### config.mk
export PLATFORM = sky130hd
export DESIGN_NAME = ysyx_22050368_div
export DESIGN_NICKNAME = d
export VERILOG_FILES = /design/src/rtl/ysyx_22050368_div.sv
export SDC_FILE = /design/constraint.sdc
export NUM_CORES = 1
export LEC_CHECK = 0
export BUFFER_PORTS_ARGS = -buffer_cell sky130_fd_sc_hd__buf_2
export CAP_MARGIN = 10
export CORE_MARGIN = 2
export CORE_UTILIZATION = 30
export CTS_CLUSTER_SIZE = 40
export DETAILED_ROUTE_END_ITERATION = 16
export PLACE_DENSITY = 0.48
export SLEW_MARGIN = 20
export SYNTH_ARGS = -nofsm -noshare
export SYNTH_HDL_FRONTEND = slang
export SYNTH_SLANG_ARGS = --single-unit
### constraint.sdc
create_clock -name clk -period 9.84 [get_ports clk]
set_clock_uncertainty 0.2 [all_clocks]
set_input_delay 0.492 -clock clk [delete_from_list [all_inputs] [get_ports clk]]
set_output_delay 0.492 -clock clk [all_outputs]
set_load 0.01 [all_outputs]
### src/rtl/ysyx_22050368_div.sv
// Iterative radix-2 restoring divider for RV64M: DIV/DIVU/REM/REMU and their W forms.
// The unit takes one request at a time and returns quotient and remainder together.
module ysyx_22050368_div #(
  parameter int XLEN = 64
) (
  input  logic            clk,
  input  logic            rst_n,
  input  logic            in_valid,
  output logic            in_ready,
  input  logic [XLEN-1:0] op1,
  input  logic [XLEN-1:0] op2,
  input  logic            div_signed,
  input  logic            div_word,
  input  logic            flush,
  output logic            out_valid,
  input  logic            out_ready,
  output logic [XLEN-1:0] quotient,
  output logic [XLEN-1:0] remainder
);

  typedef enum logic [1:0] {IDLE, CALC, FIX, DONE} state_t;

  state_t          state, state_nxt;
  logic [XLEN-1:0] dvd_q;   // dividend bits shift out the top, quotient bits shift in at the bottom
  logic [XLEN-1:0] part;
  logic [XLEN-1:0] dsr;
  logic [5:0]      cnt;
  logic            q_neg, r_neg, word_r;

  logic            accept;
  logic [XLEN-1:0] a_ext, b_ext, a_sx, a_abs, b_abs;
  logic            a_neg, b_neg, b_zero, ovf;

  // Operands in the selected width; a_sx is the sign-extended dividend used by special results.
  always_comb begin
    a_sx  = div_word ? {{32{op1[31]}}, op1[31:0]} : op1;
    a_ext = (div_word && !div_signed) ? {32'b0, op1[31:0]} : a_sx;
    b_ext = div_word ? (div_signed ? {{32{op2[31]}}, op2[31:0]} : {32'b0, op2[31:0]}) : op2;
    a_neg = div_signed & a_ext[XLEN-1];
    b_neg = div_signed & b_ext[XLEN-1];
    a_abs = a_neg ? -a_ext : a_ext;
    b_abs = b_neg ? -b_ext : b_ext;
    b_zero = (b_ext == '0);
    ovf   = div_signed && (b_ext == '1) &&
            (div_word ? (a_ext == 64'hFFFF_FFFF_8000_0000) : (a_ext == 64'h8000_0000_0000_0000));
  end

  // One restoring step: no borrow out of the 65-bit subtract means partial >= divisor.
  logic [XLEN:0]   shl, diff;
  logic            ge;
  always_comb begin
    shl  = {part, dvd_q[XLEN-1]};
    diff = shl - {1'b0, dsr};
    ge   = ~diff[XLEN];
  end

  logic [XLEN-1:0] q_raw, r_raw, q_fix, r_fix;
  always_comb begin
    q_raw = word_r ? {32'b0, dvd_q[31:0]} : dvd_q;
    r_raw = word_r ? {32'b0, part[31:0]}  : part;
    q_raw = q_neg ? -q_raw : q_raw;
    r_raw = r_neg ? -r_raw : r_raw;
    q_fix = word_r ? {{32{q_raw[31]}}, q_raw[31:0]} : q_raw;
    r_fix = word_r ? {{32{r_raw[31]}}, r_raw[31:0]} : r_raw;
  end

  always_ff @(posedge clk) begin
    if (!rst_n) state <= IDLE;
    else        state <= state_nxt;
  end

  always_comb begin
    state_nxt = state;
    in_ready  = (state == IDLE) & rst_n & ~flush;
    out_valid = (state == DONE);
    accept    = in_valid & in_ready;
    case (state)
      IDLE: if (accept) state_nxt = (b_zero | ovf) ? DONE : CALC;
      CALC: if (cnt == 6'd0) state_nxt = FIX;
      FIX:  state_nxt = DONE;
      DONE: if (out_ready) state_nxt = IDLE;
      default: state_nxt = IDLE;
    endcase
    if (flush) state_nxt = IDLE;
  end

  always_ff @(posedge clk) begin
    if (!rst_n) begin
      dvd_q     <= '0;
      part      <= '0;
      dsr       <= '0;
      cnt       <= '0;
      q_neg     <= 1'b0;
      r_neg     <= 1'b0;
      word_r    <= 1'b0;
      quotient  <= '0;
      remainder <= '0;
    end else if (!flush) begin
      case (state)
        IDLE: if (accept) begin
          // Word operands are left-aligned so the same MSB-first shift serves both widths.
          dvd_q  <= div_word ? {a_abs[31:0], 32'b0} : a_abs;
          dsr    <= div_word ? {32'b0, b_abs[31:0]} : b_abs;
          part   <= '0;
          cnt    <= div_word ? 6'd31 : 6'd63;
          q_neg  <= a_neg ^ b_neg;
          r_neg  <= a_neg;
          word_r <= div_word;
          if (b_zero) begin
            quotient  <= '1;
            remainder <= a_sx;
          end else if (ovf) begin
            quotient  <= a_sx;
            remainder <= '0;
          end
        end
        CALC: begin
          part  <= ge ? diff[XLEN-1:0] : shl[XLEN-1:0];
          dvd_q <= {dvd_q[XLEN-2:0], ge};
          cnt   <= cnt - 6'd1;
        end
        FIX: begin
          quotient  <= q_fix;
          remainder <= r_fix;
        end
        default: ;
      endcase
    end
  end

endmodule

======== Word level (Yosys, flattened, before mapping) ========
Cells that the tools add are included.
storage, ports and cells
  bits in writable memories ............... 0
  word-level logic and storage cells ...... 86
  memories ................................ 0
  bits in latches ......................... 0
  flip-flop bits (word level) ............. 331
  bits in read-only memories .............. 0
operators by class
  bitwise gates (word level) .............. 10
  shift operators ......................... 0
  divide/modulo/power cells ............... 0
  reductions and logical operators ........ 14
  $add $sub $neg .......................... 6
  equality and inequality tests ........... 10
  multiplexer cells ....................... 36
  multipliers ............................. 0
  order comparisons ....................... 0
operator list
  operator                                              number
  two-way mux 64 bit                                    23
  case mux 64 bit (2 select lines)                      4
  negation 64 bit                                       4
  equality test 64 bit (second input constant)          3
  subtractor 65 x 64 -> 65 bit                          1
  logical NOT 64 bit                                    1
  two-way mux 6 bit                                     2
  case mux 6 bit (2 select lines)                       1
  AND reduction 3 bit                                   3
  two-way mux 2 bit                                     4
  case mux 2 bit (4 select lines)                       1
  logical NOT 6 bit                                     1
  subtractor 6 x 1 -> 6 bit (second input constant)     1
  AND 1 bit                                             5
  equality test 2 bit (second input constant)           2
  != test 2 bit (second input constant)                 2
  AND reduction 4 bit                                   1
  nonzero test 2 bit                                    2
  logical AND 1 bit                                     3
  != test 3 bit (second input constant)                 1
  NOT 1 bit                                             3
  equality test 2 x 1 -> 1 bit (second input constant)  1
  logical NOT 2 bit                                     1
  != test 2 x 1 -> 1 bit (second input constant)        1
  other kinds (5)                                       5

======== Logic depth before layout (Yosys ltp) ========
  depth after elaboration ................. 10
  gate-level depth with buffers ........... 15

======== Worst setup path before layout ========
No wires, ideal clock.
  kind .................................... register to register
  start ................................... register dvd_q[63]
  end ..................................... register part[4]
  stages on the path, launching flop included .. 15
  period minus slack after synthesis ...... 3.631 ns
  setup time .............................. 0.129 ns
  arrival ................................. 3.302 ns
  setup slack ............................. 6.209 ns
  cell sequence ........................... dfxtp_1 inv_1 ha_1 fa_1 nor2b_1 o2111a_1 o211ai_1 a211o_1 a31o_2 a21o_1 a211oi_1 clkbuf_1 buf_2 mux2i_1 o21ai_0
between the ends
  word-level cells in the longest chain between the ends .. 3
RTL lines
  what                              line  text
  from (decl)                       24    logic [XLEN-1:0] dvd_q;
  from (signal assigned)            102   dvd_q <= div_word ? {a_abs[31:0], 32'b0} : a_abs;
  from (signal assigned)            119   dvd_q <= {dvd_q[XLEN-2:0], ge};
  subtractor 65 x 64 -> 65 bit      53    diff = shl - {1'b0, dsr};
  two-way mux 64 bit                118   part <= ge ? diff[XLEN-1:0] : shl[XLEN-1:0];
  case mux 64 bit (2 select lines)  99    case (state)
  to (signal assigned)              118
  to (decl)                         25    logic [XLEN-1:0] part;
No other way between the ends.
A chain may end at the register's enable or synchronous reset.

======== Worst setup path after layout ========
  start ................................... register dvd_q[63]
  end ..................................... register part[62]
Same word-level chain as after synthesis.

==> impl_metrics.toml <==
[worst_setup_path]
critPathMaxFanout = 50
ff2ff_path_depth = 13
reg2reg_to = "part[62]"
critPathArrivalTime_ns = 5.10
start_kind = "register"
critPathSlowestCell = "buf_4"
critical_path.top_delay_family = "compound AO/OA/AOI/OAI gates"
r2r_setup_slack_ns = 5.02
r2r_start = "dvd_q[63]"
cp.required_ns = 10.13
critPathBufInv = 2
worst_path_largest_cell_delay_ns = 0.61
worstSetupPathType = "register to register"
endpoint_kind = "register"
crit_chain = "inv_1, ha_1, fa_1, nor2b_1, o2111a_1, o211ai_1, a211o_1, a31o_2, a21o_1, a211oi_4, buf_4, nand2_1, o21ai_0"

[cts]
cts_setup_buffers = 0
ctsHoldBuffers = 0
clockRootBuffer = "clkbuf_16"
cts-buffers-inserted = 42
clock_sinks = 331
htreeDepth = 2
clk_transition_reported_paths_ns = 0.06
clock_path_buffers = 3
cts_tree = "built"
clk_latency_ns = 0.59
cts-resized-gates = 0

[floorplanning]
die_width_um = 289
core_mm2 = 0.0804
start_util = 0.303
dieArea_mm2 = 0.0834
rows = 104
io_pins = 265
die_y_um = 289

[route]
wl_per_cell_um = 23.8
wl_um = 107000
drc_errors = 0
firstDrtPassIters = 6
via_count = 25671
drt_iter0_drc = 2176
ant_nets = 0
viasPerCell = 5.69

[pwr]
total_power_mw = 3.67
powerDensity_mw_per_mm2 = 132
swShare = 0.318
p_leak_nw = 10.9
power_frac_comb = 0.189
peakVddDrop_v = 0.000115
p_int_mw = 2.51
seq_power_share = 0.379
pwr-share-clk = 0.431
p_switching_mw = 1.17

[timing]
setup-tns-final_ns = 0
worst_pin_slew_ns = 1.19
hold_viol = 0
post-route-period-util = 0.490
setup_viol = 0
min_period_ns = 4.82
max_freq_mhz = 208
rsz0062_at_grt = "false"
fin_ws_ns = 5.02
maxSlewHeadroom = 0.202
slew_violations = 0

[place]
place_congestion = 0.970
portBuffers = 264
place_ws_ns = 4.33
dp_hpwl_um = 82100
dpl_cell_area_mm2 = 0.0264

[finish]
drive_above_1_share = 0.128
nets = 3630
layout_commonest_cell = "dfxtp_1"
area_growth_pct = 14.1
fin_area_mm2 = 0.0278
final_util = 0.345
final_cell_mix = "dfxtp_1 (328), nand2_1 (326), nor2_1 (315)"

[global_routing]
grt_max_degree = 96
grt-ovfl-total = 0
busiest_layer = "met2"
use_met2 = 0.396
use_met1 = 0.346
grt_pass1_vias = 24100
grtUsageTotal = 0.248
grt.met3_usage = 0.0252
grt_pass1_wl_um = 159000
antenna_found_initial = 5

[run_status]
status = "finished clean"

[synth]
synth_nets = 3528
syn_area_mm2 = 0.0243
yosys_warnings = 0
ys_seq_area_frac = 0.272
synthFlopType = "dfxtp_1"
async_flop_share = 0
syn_inst = 3316
ys_ff_latch = 331
avgSynthCellArea_um2 = 7.34
synthDistinctLibCells = 95
synth_edf_count = 0

[hold_path]
hp-start = "op2[21]"
min_to = "dsr[21]"
hold_depth = 3
hold_class = "input pin to register"

[flow_run]
drv_cap = 0
-- area by class of cell --
cell class,count,area [um2]
timing repair buffer,304,1630
clock inverter,17,169
clock buffer,58,1200
tap,1060,1330
fill,8815,52700
inverter,114,433
multi-input combinational,2625,16400
sequential,331,6630
antenna,2,5.00
-- state kept, by name (all words and copies together) (netlist names) --
signal / flops
dsr: 64
dvd_q: 64
part: 64
quotient: 64
remainder: 64
cnt: 6
state: 2
q_neg: 1
r_neg: 1
word_r: 1
-- how the worst max path moves through the flow --
stage / depth (start not counted) / to / startpoint
3_3_place_gp: 13 / remainder[16] / div_word
3_5_place_dp: 13 / remainder[16] / div_word
4_1_cts: 13 / part[62] / dvd_q[63]
2_1_floorplan: 14 / part[4] / dvd_q[63]
5_1_grt: 12 / part[39] / part[0]
6_report: 13 / part[62] / dvd_q[63]
-- worst reg2reg max path: stages, from the launching register on --
cell and delay [ns]:
dfxtp_1 0.37, inv_1 0.10, ha_1 0.26, fa_1 0.42
nor2b_1 0.19, o2111a_1 0.25, o211ai_1 0.11, a211o_1 0.38
a31o_2 0.32, a21o_1 0.23, a211oi_4 0.38, buf_4 0.61
nand2_1 0.60, o21ai_0 0.31
-- layer usage --
| layer | routed length (um) | share of wire |
|---|---|---|
| met4 | 3770 | 0.035 |
| met5 | 13 | 0.00012 |
| met3 | 5820 | 0.054 |
| met1 | 49200 | 0.46 |
| met2 | 48700 | 0.45 |
-- Yosys cell counts (48+ instances only) --
master | instances | area (um2)
a21oi_1 | 287 | 1440
clkbuf_1 | 208 | 781
dfxtp_1 | 331 | 6630
ha_1 | 76 | 951
inv_1 | 112 | 420
nand2_1 | 328 | 1230
nand3_1 | 74 | 370
nand4_1 | 48 | 300
nor2_1 | 317 | 1190
nor3_1 | 112 | 561
o21ai_0 | 314 | 1570
o31ai_1 | 66 | 495
xnor2_1 | 175 | 1530
xor2_1 | 123 | 1080
-- stage by stage --
stage / hold slack [ns] / cells
2_1_floorplan: 0.232 / 3316
3_3_place_gp: 0.242 / 4434
3_5_place_dp: 0.243 / 4434
4_1_cts: 0.0226 / 4509
5_1_grt: 0.0659 / 4510
6_report: 0.0570 / 4511
-- power by group through the flow --
stage	combinational, mW	sequential, mW	clock [mW]
after floorplan	0.442	1.41	0
final	0.695	1.39	1.58
after CTS	0.686	1.39	1.61
after global routing	0.749	1.40	1.66
after global placement	0.688	1.42	0
after detailed placement	0.684	1.42	0
-- cell families (layout without fill, tap and decap cells) --
kind of cell	after synthesis	count (layout)	synth area share
AOI/OAI and AO/OA	1105	1105	0.290
xor gates and xnor gates	298	298	0.107
adders and majority gates	77	77	0.0399
buffers and inverters	360	493	0.0571
DFF	331	331	0.272
muxes	32	32	0.0134
other	0	2	0
and+or+nand+nor	1113	1113	0.220
(Power assumes the default switching activity.)
